<file path="src/rtl/ascon_sio_pkg.sv">
// Shared types and elaboration helpers for the ASCON share serial I/O block.
// Holds the FSM encoding, lane-width legality check and beat-count helper.
package ascon_sio_pkg;

   typedef enum logic [1:0] {StLoad, StLoaded, StBusy, StUnload} state_e;

   localparam int unsigned NonceLen = 128;

   function automatic bit w_legal(input int unsigned w, input int unsigned k,
                                  input int unsigned l, input int unsigned y);
      return (w == 1 || w == 2 || w == 4 || w == 8) && (k % w == 0) && (l % w == 0) &&
             (y % w == 0) && (NonceLen % w == 0);
   endfunction

   // Beats needed to fill (or drain) the longest of the given fields and the nonce.
   function automatic int unsigned beat_count(input int unsigned w, input int unsigned k,
                                              input int unsigned l, input int unsigned y);
      int unsigned m;
      m = NonceLen;
      if (k > m) m = k;
      if (l > m) m = l;
      if (y > m) m = y;
      return m / w;
   endfunction

endpackage

</file>
<file path="src/rtl/ascon_sio_if.sv">
// Serial load/unload stream bundle between the ASCON share I/O block and its host.
// Lane s of each input field occupies bits [s*W +: W].
interface ascon_sio_if #(
   parameter int unsigned S = 5,
   parameter int unsigned W = 1
);

   logic           in_valid;
   logic           in_ready;
   logic [S*W-1:0] key_in;
   logic [S*W-1:0] nonce_in;
   logic [S*W-1:0] ad_in;
   logic [S*W-1:0] pt_in;

   logic           out_valid;
   logic           out_ready;
   logic [W-1:0]   out_ct;
   logic [W-1:0]   out_tag;
   logic           out_ct_vld;
   logic           out_tag_vld;
   logic           out_last;
   logic           out_auth_ok;

   modport master (
      output in_valid, key_in, nonce_in, ad_in, pt_in, out_ready,
      input  in_ready, out_valid, out_ct, out_tag, out_ct_vld, out_tag_vld, out_last,
             out_auth_ok
   );

   modport slave (
      input  in_valid, key_in, nonce_in, ad_in, pt_in, out_ready,
      output in_ready, out_valid, out_ct, out_tag, out_ct_vld, out_tag_vld, out_last,
             out_auth_ok
   );

endinterface

</file>
<file path="src/rtl/ascon_sio_shreg.sv">
// N-bit left-shift register fed W bits per beat, MSB-first; it stops shifting once
// N/W beats have been taken so shorter fields keep their first N bits.
module ascon_sio_shreg #(
   parameter int unsigned N    = 32,
   parameter int unsigned W    = 1,
   parameter int unsigned CntW = 8
) (
   input  logic            clk,
   input  logic            rst,
   input  logic            clr,
   input  logic            en,
   input  logic [CntW-1:0] cnt,
   input  logic [W-1:0]    lane,
   output logic [N-1:0]    q
);

   localparam int unsigned Beats = N / W;

   always_ff @(posedge clk) begin
      if (rst || clr) begin
         q <= '0;
      end else if (en && (cnt < CntW'(Beats))) begin
         q <= {q[N-W-1:0], lane};
      end
   end

endmodule

</file>
<file path="src/rtl/ascon_sio.sv">
// Serial share loader and result unloader wrapped around an ASCON core: fields arrive
// W bits per share per beat, results leave LSB-first indexed from captured registers.
module ascon_sio
   import ascon_sio_pkg::*;
#(
   parameter int unsigned K = 128,
   parameter int unsigned L = 32,
   parameter int unsigned Y = 32,
   parameter int unsigned S = 5,
   parameter int unsigned W = 1
) (
   input  logic             clk,
   input  logic             rst,
   ascon_sio_if.slave       bus,
   input  logic             start,
   input  logic             abort,
   output logic             loaded,
   output logic             core_start,
   output logic [S*K-1:0]   key_sh,
   output logic [S*128-1:0] nonce_sh,
   output logic [S*L-1:0]   ad_sh,
   output logic [S*Y-1:0]   pt_sh,
   input  logic             core_done,
   input  logic [Y-1:0]     core_ct,
   input  logic [127:0]     core_tag,
   input  logic             core_auth_ok
);

   localparam int unsigned M   = beat_count(W, K, L, Y);
   localparam int unsigned U   = beat_count(W, Y, Y, Y);
   localparam int unsigned LcW = $clog2(M + 1);
   localparam int unsigned UcW = $clog2(U + 1);

   if (!w_legal(W, K, L, Y)) begin : g_bad_w
      $error("ascon_sio: W must be 1, 2, 4 or 8 and divide every field length");
   end

   state_e         state_q, state_d;
   logic [LcW-1:0] lc_q, lc_d;
   logic [UcW-1:0] uc_q, uc_d;
   logic [Y-1:0]   ct_q, ct_d;
   logic [127:0]   tag_q, tag_d;
   logic           auth_q, auth_d;
   logic           field_clr;
   logic           in_beat;

   assign in_beat = (state_q == StLoad) && bus.in_valid && !abort;

   always_comb begin
      state_d    = state_q;
      lc_d       = lc_q;
      uc_d       = uc_q;
      ct_d       = ct_q;
      tag_d      = tag_q;
      auth_d     = auth_q;
      field_clr  = 1'b0;
      core_start = 1'b0;
      if (abort) begin
         state_d   = StLoad;
         lc_d      = '0;
         uc_d      = '0;
         ct_d      = '0;
         tag_d     = '0;
         auth_d    = 1'b0;
         field_clr = 1'b1;
      end else begin
         unique case (state_q)
            StLoad: begin
               if (bus.in_valid) begin
                  lc_d = lc_q + 1'b1;
                  if (lc_q == LcW'(M - 1)) state_d = StLoaded;
               end
            end
            StLoaded: begin
               if (start) begin
                  core_start = !rst;
                  state_d    = StBusy;
               end
            end
            StBusy: begin
               if (core_done) begin
                  ct_d    = core_ct;
                  tag_d   = core_tag;
                  auth_d  = core_auth_ok;
                  uc_d    = '0;
                  state_d = StUnload;
               end
            end
            StUnload: begin
               if (bus.out_ready) begin
                  if (uc_q == UcW'(U - 1)) begin
                     state_d   = StLoad;
                     lc_d      = '0;
                     uc_d      = '0;
                     field_clr = 1'b1;
                  end else begin
                     uc_d = uc_q + 1'b1;
                  end
               end
            end
            default: state_d = StLoad;
         endcase
      end
   end

   always_ff @(posedge clk) begin
      if (rst) begin
         state_q <= StLoad;
         lc_q    <= '0;
         uc_q    <= '0;
         ct_q    <= '0;
         tag_q   <= '0;
         auth_q  <= 1'b0;
      end else begin
         state_q <= state_d;
         lc_q    <= lc_d;
         uc_q    <= uc_d;
         ct_q    <= ct_d;
         tag_q   <= tag_d;
         auth_q  <= auth_d;
      end
   end

   for (genvar s = 0; s < S; s++) begin : g_share
      ascon_sio_shreg #(.N(K), .W(W), .CntW(LcW)) u_key (
         .clk(clk), .rst(rst), .clr(field_clr), .en(in_beat), .cnt(lc_q),
         .lane(bus.key_in[s*W +: W]), .q(key_sh[s*K +: K])
      );
      ascon_sio_shreg #(.N(128), .W(W), .CntW(LcW)) u_nonce (
         .clk(clk), .rst(rst), .clr(field_clr), .en(in_beat), .cnt(lc_q),
         .lane(bus.nonce_in[s*W +: W]), .q(nonce_sh[s*128 +: 128])
      );
      ascon_sio_shreg #(.N(L), .W(W), .CntW(LcW)) u_ad (
         .clk(clk), .rst(rst), .clr(field_clr), .en(in_beat), .cnt(lc_q),
         .lane(bus.ad_in[s*W +: W]), .q(ad_sh[s*L +: L])
      );
      ascon_sio_shreg #(.N(Y), .W(W), .CntW(LcW)) u_pt (
         .clk(clk), .rst(rst), .clr(field_clr), .en(in_beat), .cnt(lc_q),
         .lane(bus.pt_in[s*W +: W]), .q(pt_sh[s*Y +: Y])
      );
   end

   logic         unload;
   logic [W-1:0] ct_lane, tag_lane;

   assign unload = (state_q == StUnload);

   always_comb begin
      ct_lane  = '0;
      tag_lane = '0;
      for (int unsigned i = 0; i < Y / W; i++) begin
         if (uc_q == UcW'(i)) ct_lane = ct_q[i*W +: W];
      end
      for (int unsigned i = 0; i < 128 / W; i++) begin
         if (uc_q == UcW'(i)) tag_lane = tag_q[i*W +: W];
      end
   end

   // A failed authentication must never leak candidate plaintext/tag bits.
   always_comb begin
      bus.in_ready    = (state_q == StLoad);
      loaded          = (state_q == StLoaded);
      bus.out_valid   = unload;
      bus.out_ct_vld  = unload && (uc_q < UcW'(Y / W));
      bus.out_tag_vld = unload && (uc_q < UcW'(128 / W));
      bus.out_last    = unload && (uc_q == UcW'(U - 1));
      bus.out_auth_ok = auth_q;
      bus.out_ct      = (bus.out_ct_vld && auth_q) ? ct_lane : '0;
      bus.out_tag     = (bus.out_tag_vld && auth_q) ? tag_lane : '0;
   end

endmodule

</file>
<file path="src/flat_wrapper.sv">
// flat-port wrapper written by rule: the top's interface ports become plain ports
module ascon_sio_flat import ascon_sio_pkg::*;
#(
   parameter int unsigned K = 128,
   parameter int unsigned L = 32,
   parameter int unsigned Y = 32,
   parameter int unsigned S = 5,
   parameter int unsigned W = 1
)
  (clk, rst, start, abort, loaded, core_start, key_sh, nonce_sh, ad_sh, pt_sh, core_done, core_ct, core_tag, core_auth_ok, bus_in_valid, bus_key_in, bus_nonce_in, bus_ad_in, bus_pt_in, bus_out_ready, bus_in_ready, bus_out_valid, bus_out_ct, bus_out_tag, bus_out_ct_vld, bus_out_tag_vld, bus_out_last, bus_out_auth_ok);
  ascon_sio_if #(.S(S), .W(W)) bus_i ();
  input  logic clk;
  input  logic rst;
  input  logic start;
  input  logic abort;
  output logic loaded;
  output logic core_start;
  output logic [S*K-1:0] key_sh;
  output logic [S*128-1:0] nonce_sh;
  output logic [S*L-1:0] ad_sh;
  output logic [S*Y-1:0] pt_sh;
  input  logic core_done;
  input  logic [Y-1:0] core_ct;
  input  logic [127:0] core_tag;
  input  logic core_auth_ok;
  input wire logic [$bits(bus_i.in_valid)-1:0] bus_in_valid;
  input wire logic [$bits(bus_i.key_in)-1:0] bus_key_in;
  input wire logic [$bits(bus_i.nonce_in)-1:0] bus_nonce_in;
  input wire logic [$bits(bus_i.ad_in)-1:0] bus_ad_in;
  input wire logic [$bits(bus_i.pt_in)-1:0] bus_pt_in;
  input wire logic [$bits(bus_i.out_ready)-1:0] bus_out_ready;
  output wire logic [$bits(bus_i.in_ready)-1:0] bus_in_ready;
  output wire logic [$bits(bus_i.out_valid)-1:0] bus_out_valid;
  output wire logic [$bits(bus_i.out_ct)-1:0] bus_out_ct;
  output wire logic [$bits(bus_i.out_tag)-1:0] bus_out_tag;
  output wire logic [$bits(bus_i.out_ct_vld)-1:0] bus_out_ct_vld;
  output wire logic [$bits(bus_i.out_tag_vld)-1:0] bus_out_tag_vld;
  output wire logic [$bits(bus_i.out_last)-1:0] bus_out_last;
  output wire logic [$bits(bus_i.out_auth_ok)-1:0] bus_out_auth_ok;
  assign bus_i.in_valid = bus_in_valid;
  assign bus_i.key_in = bus_key_in;
  assign bus_i.nonce_in = bus_nonce_in;
  assign bus_i.ad_in = bus_ad_in;
  assign bus_i.pt_in = bus_pt_in;
  assign bus_i.out_ready = bus_out_ready;
  assign bus_in_ready = bus_i.in_ready;
  assign bus_out_valid = bus_i.out_valid;
  assign bus_out_ct = bus_i.out_ct;
  assign bus_out_tag = bus_i.out_tag;
  assign bus_out_ct_vld = bus_i.out_ct_vld;
  assign bus_out_tag_vld = bus_i.out_tag_vld;
  assign bus_out_last = bus_i.out_last;
  assign bus_out_auth_ok = bus_i.out_auth_ok;
  ascon_sio #(.K(K), .L(L), .Y(Y), .S(S), .W(W)) u_core (.clk(clk), .rst(rst), .bus(bus_i), .start(start), .abort(abort), .loaded(loaded), .core_start(core_start), .key_sh(key_sh), .nonce_sh(nonce_sh), .ad_sh(ad_sh), .pt_sh(pt_sh), .core_done(core_done), .core_ct(core_ct), .core_tag(core_tag), .core_auth_ok(core_auth_ok));
endmodule
</file>
<file path="config.mk">
export PLATFORM = sky130hd
export DESIGN_NAME = ascon_sio_flat
export DESIGN_NICKNAME = d
export VERILOG_FILES = /design/src/rtl/ascon_sio_pkg.sv /design/src/rtl/ascon_sio_if.sv /design/src/rtl/ascon_sio_shreg.sv /design/src/rtl/ascon_sio.sv /design/src/flat_wrapper.sv
export SDC_FILE = /design/constraint.sdc
export NUM_CORES = 2
export LEC_CHECK = 0
export BUFFER_PORTS_ARGS = -buffer_cell sky130_fd_sc_hd__buf_2
export CORE_AREA = 2 2 701 703
export DETAILED_ROUTE_END_ITERATION = 6
export DIE_AREA = 0 0 703 705
export GPL_ROUTABILITY_DRIVEN = 0
export HOLD_SLACK_MARGIN = 0.02
export PLACE_DENSITY = 0.33
export REMOVE_ABC_BUFFERS = 1
export SYNTH_ARGS = -nofsm -noshare
export SYNTH_HDL_FRONTEND = slang
export SYNTH_HIERARCHICAL = 1
export SYNTH_SLANG_ARGS = --single-unit
export TNS_END_PERCENT = 1
</file>
<file path="constraint.sdc">
create_clock -name clk -period 4.9 [get_ports clk]
set_input_delay 0.245 -clock clk [delete_from_list [all_inputs] [get_ports clk]]
set_output_delay 0.245 -clock clk [all_outputs]
set_load 0.05 [all_outputs]
</file>
==> impl_metrics.csv <==
group,metric,value,unit
detailed_routing,vias,60600,
place,io_buffers,1797,
clock_tree,clockRootBuffer,"clkbuf_16",
layout,stdcell_count,16300,
clock_tree,clk_latency,920,ps
yosys,ys_ff_latch,1779,
yosys,synth_top_cells_by_count,"nand2_1, dfxtp_1, a21oi_1",
layout,fill_cells,55300,
global_route,globalRouteTotalUtil,12.4,%
power,vdd_ir_drop_max,0.301,mV
detailed_routing,first_pass_iters,5,
timing,max_freq,213,MHz
detailed_routing,routed_wl,327000,um
global_route,antenna_found_initial,21,
detailed_routing,ant_nets,0,
critical_path,crit_arrival,4460,ps
yosys,synth_area,67000,um^2
critical_path,slowest_delay,510,ps
layout,multi_input_area,27800,um^2
critical_path,worstPathRequired,4660,ps
yosys,synthCells,7894,
floorplan,floorplan.die_area,496000,um^2
yosys,synthArstFlopShare,0,%
clock_tree,cts_tree,"yes",
timing,hold_violations,0,
layout,area_delta_synth_final,36.8,%
global_route,grt_max_degree,166,
hold_path,hp-class,"primary input to flop",
yosys,synthFlopType,"dfxtp_1",
clock_tree,clock_path_buffers,4,
timing,final.period_utilization,96.0,%
critical_path,cpMostUsedCell,"nor2_1",
global_route,grt_pass1_vias,59000,
yosys,synth.distinct_cells,78,
power,power_density,358,nW/um^2
floorplan,die_y,705,um
critical_path,setup.worst_path.class,"flop to output pin",
yosys,post-synth-top-area-fraction,53.1,%
detailed_routing,drc_errors,0,
critical_path,worstSetupStartpoint,"u_core/uc_q[1]",
yosys,ys_seq_area_share,53.1,%
timing,worst_pin_slew,1160,ps
yosys,synth_edf_count,0,
timing,setup_viol,0,
critical_path,critical_path.cell_chain,"inv_1, ha_4, buf_4, nor2_1, nand3_1, a32o_1, nor2_1, a2bb2oi_1, a2111o_1, o2111ai_1, a31oi_2, buf_2",
hold_path,worstHoldStart,"rst",
detailed_routing,drtIter0Drc,4223,
timing,fin_skew,104,ps
critical_path,cp-start-kind,"flop",
run,drv_cap,0,
place,numPlacedInstances,15700,
floorplan,num_rows,257,
clock_tree,cts_buffers,227,
critical_path,cpMaxStageDelayCell,"dfxtp_1",
detailed_routing,wl_per_cell,20.0,um
floorplan,start_util,13.7,%
timing,hold_slack,54.4,ps
floorplan,io_pins,1798,
yosys,syn_avg_cell_area,8.49,um^2
timing,max-slew-margin-rel,22.9,%
yosys,yosysTopAreaCell,"dfxtp_1",
outcome,outcome,"completed",
layout,drive_gt1_share,24.3,%
clock_tree,htree_levels,4,
timing,rsz0062_at_grt,"no",
place,dp_hpwl,242000,um
critical_path,r2r_start,"u_core/uc_q[2]",
floorplan,dieWidth,703,um
yosys,synth.area.top_cells,"dfxtp_1, nand2_1, a21oi_1, mux2i_1, or3b_1",
critical_path,end_kind,"output pin",
global_route,grt_pass1_wl,455000,um
clock_tree,path_clk_slew,60,ps
critical_path,cp_max_fo,26,
timing,fin_crit,4700,ps
clock_tree,cts_setup_buffers,0,
power,p_leak,34.1,nW
global_route,grt_overflow_total,0,
yosys,synth-warning-count,6,
layout,seq_area,35600,um^2
timing,report.final.slew_viol_count,0,
floorplan,core,488000,um^2
detailed_routing,routed_via_density,3.71,
clock_tree,clkSinkCount,1779,
yosys,synth_most_common_cell,"nand2_1",
layout,nets,9857,
[state kept, by name, indices dropped and copies added, names as in the netlist]
register	count
u_core/bus.out_auth_ok	1
u_core/ct_q	32
u_core/g_share.u_ad/q	160
u_core/g_share.u_key/q	640
u_core/g_share.u_nonce/q	640
u_core/g_share.u_pt/q	160
u_core/lc_q	8
u_core/state_q	2
u_core/tag_q	128
u_core/uc_q	8
[critical path, delay by kind of cell, from the launching register on]
family | cells | cell delay (ps)
DFF | 1 | 510
AOI/OAI and AO/OA | 5 | 1290
and+or+nand+nor | 3 | 700
buffers and inverters | 3 | 760
adders and majority gates | 1 | 300
[logic make-up after synthesis]
kind of cell / Yosys count / share of synthesized area (%)
AO/OA/AOI/OAI: 1650 / 12.9
XOR/XNOR: 13 / 0.170
adder cells (fa/ha/maj): 9 / 0.168
buffers and inverters: 632 / 5.83
flip-flops: 1779 / 53.1
multiplexers: 326 / 4.87
AND/OR/NAND/NOR: 3485 / 23.0
[worst paths after layout]
path,end,slack [ps],cells past startpoint
max,bus_out_tag,200,12
min,u_core/g_share[2].u_pt/q[24],50,3
max reg2reg,u_core/g_share[1].u_nonce/q[15],1390,9
min reg2reg,u_core/g_share[0].u_nonce/q[30],410,2
[power by group]
group	switching, mW	total, mW	internal, mW
Sequential	0.00315	14.5	14.5
Combinational	0.902	1.25	0.343
Clock	7.11	17.1	10.0
Total	8.02	32.9	24.8
[cell type report]
cell class / instances / area share [%]
Antenna cell: 23 / 0.0627
Clock buffer: 336 / 7.24
Clock inverter: 62 / 0.927
Inverter: 23 / 0.0941
Multi-Input combinational cell: 5483 / 30.3
Sequential cell: 1779 / 38.8
Tap cell: 6475 / 8.83
Timing Repair Buffer: 2146 / 13.7
[timing repair]
action / in CTS / in global routing
hold buffers: 215 / 0
endpoints found under the hold margin: 199 / 0
gates resized for setup: 1 / 6
endpoints found under the setup margin: 1 / 1
[layout by cell type (no fill, tap or decap), types with 41 or more instances in the layout]
cell	instances
nand2_1	2958
buf_2	1796
dfxtp_1	1776
a21oi_1	1488
mux2i_1	324
or3b_1	300
clkbuf_16	228
dlygate4sd3_1	215
buf_4	100
clkbuf_1	55
clkbuf_8	53
nor2_1	41
[per-layer routing]
metal | GRT usage [%] | up-vias | part of all wire (%) | routed length (um)
li1 | - | 29800 | - | -
met1 | 14.7 | 28900 | 41 | 134000
met2 | 21.6 | 1536 | 49 | 159000
met3 | 3.60 | 389 | 7.3 | 23900
met4 | 3.50 | 2 | 2.9 | 9530
met5 | 0 | - | 0.0040 | 13
[through the flow]
stage	cell area, um^2	setup TNS [ps]	power, mW	setup WS, ps	util (%)
after floorplan	63200	-5017170	15.3	-3260	-
after detailed placement	82000	0	15.9	941	16.8
after CTS	91600	0	33.6	19.5	18.8
after global placement	82000	0	15.9	924	16.8
final	91700	0	32.9	198	18.8
after global routing	91700	0	34.2	37.5	18.8
Power figures use the tool's default switching activity.
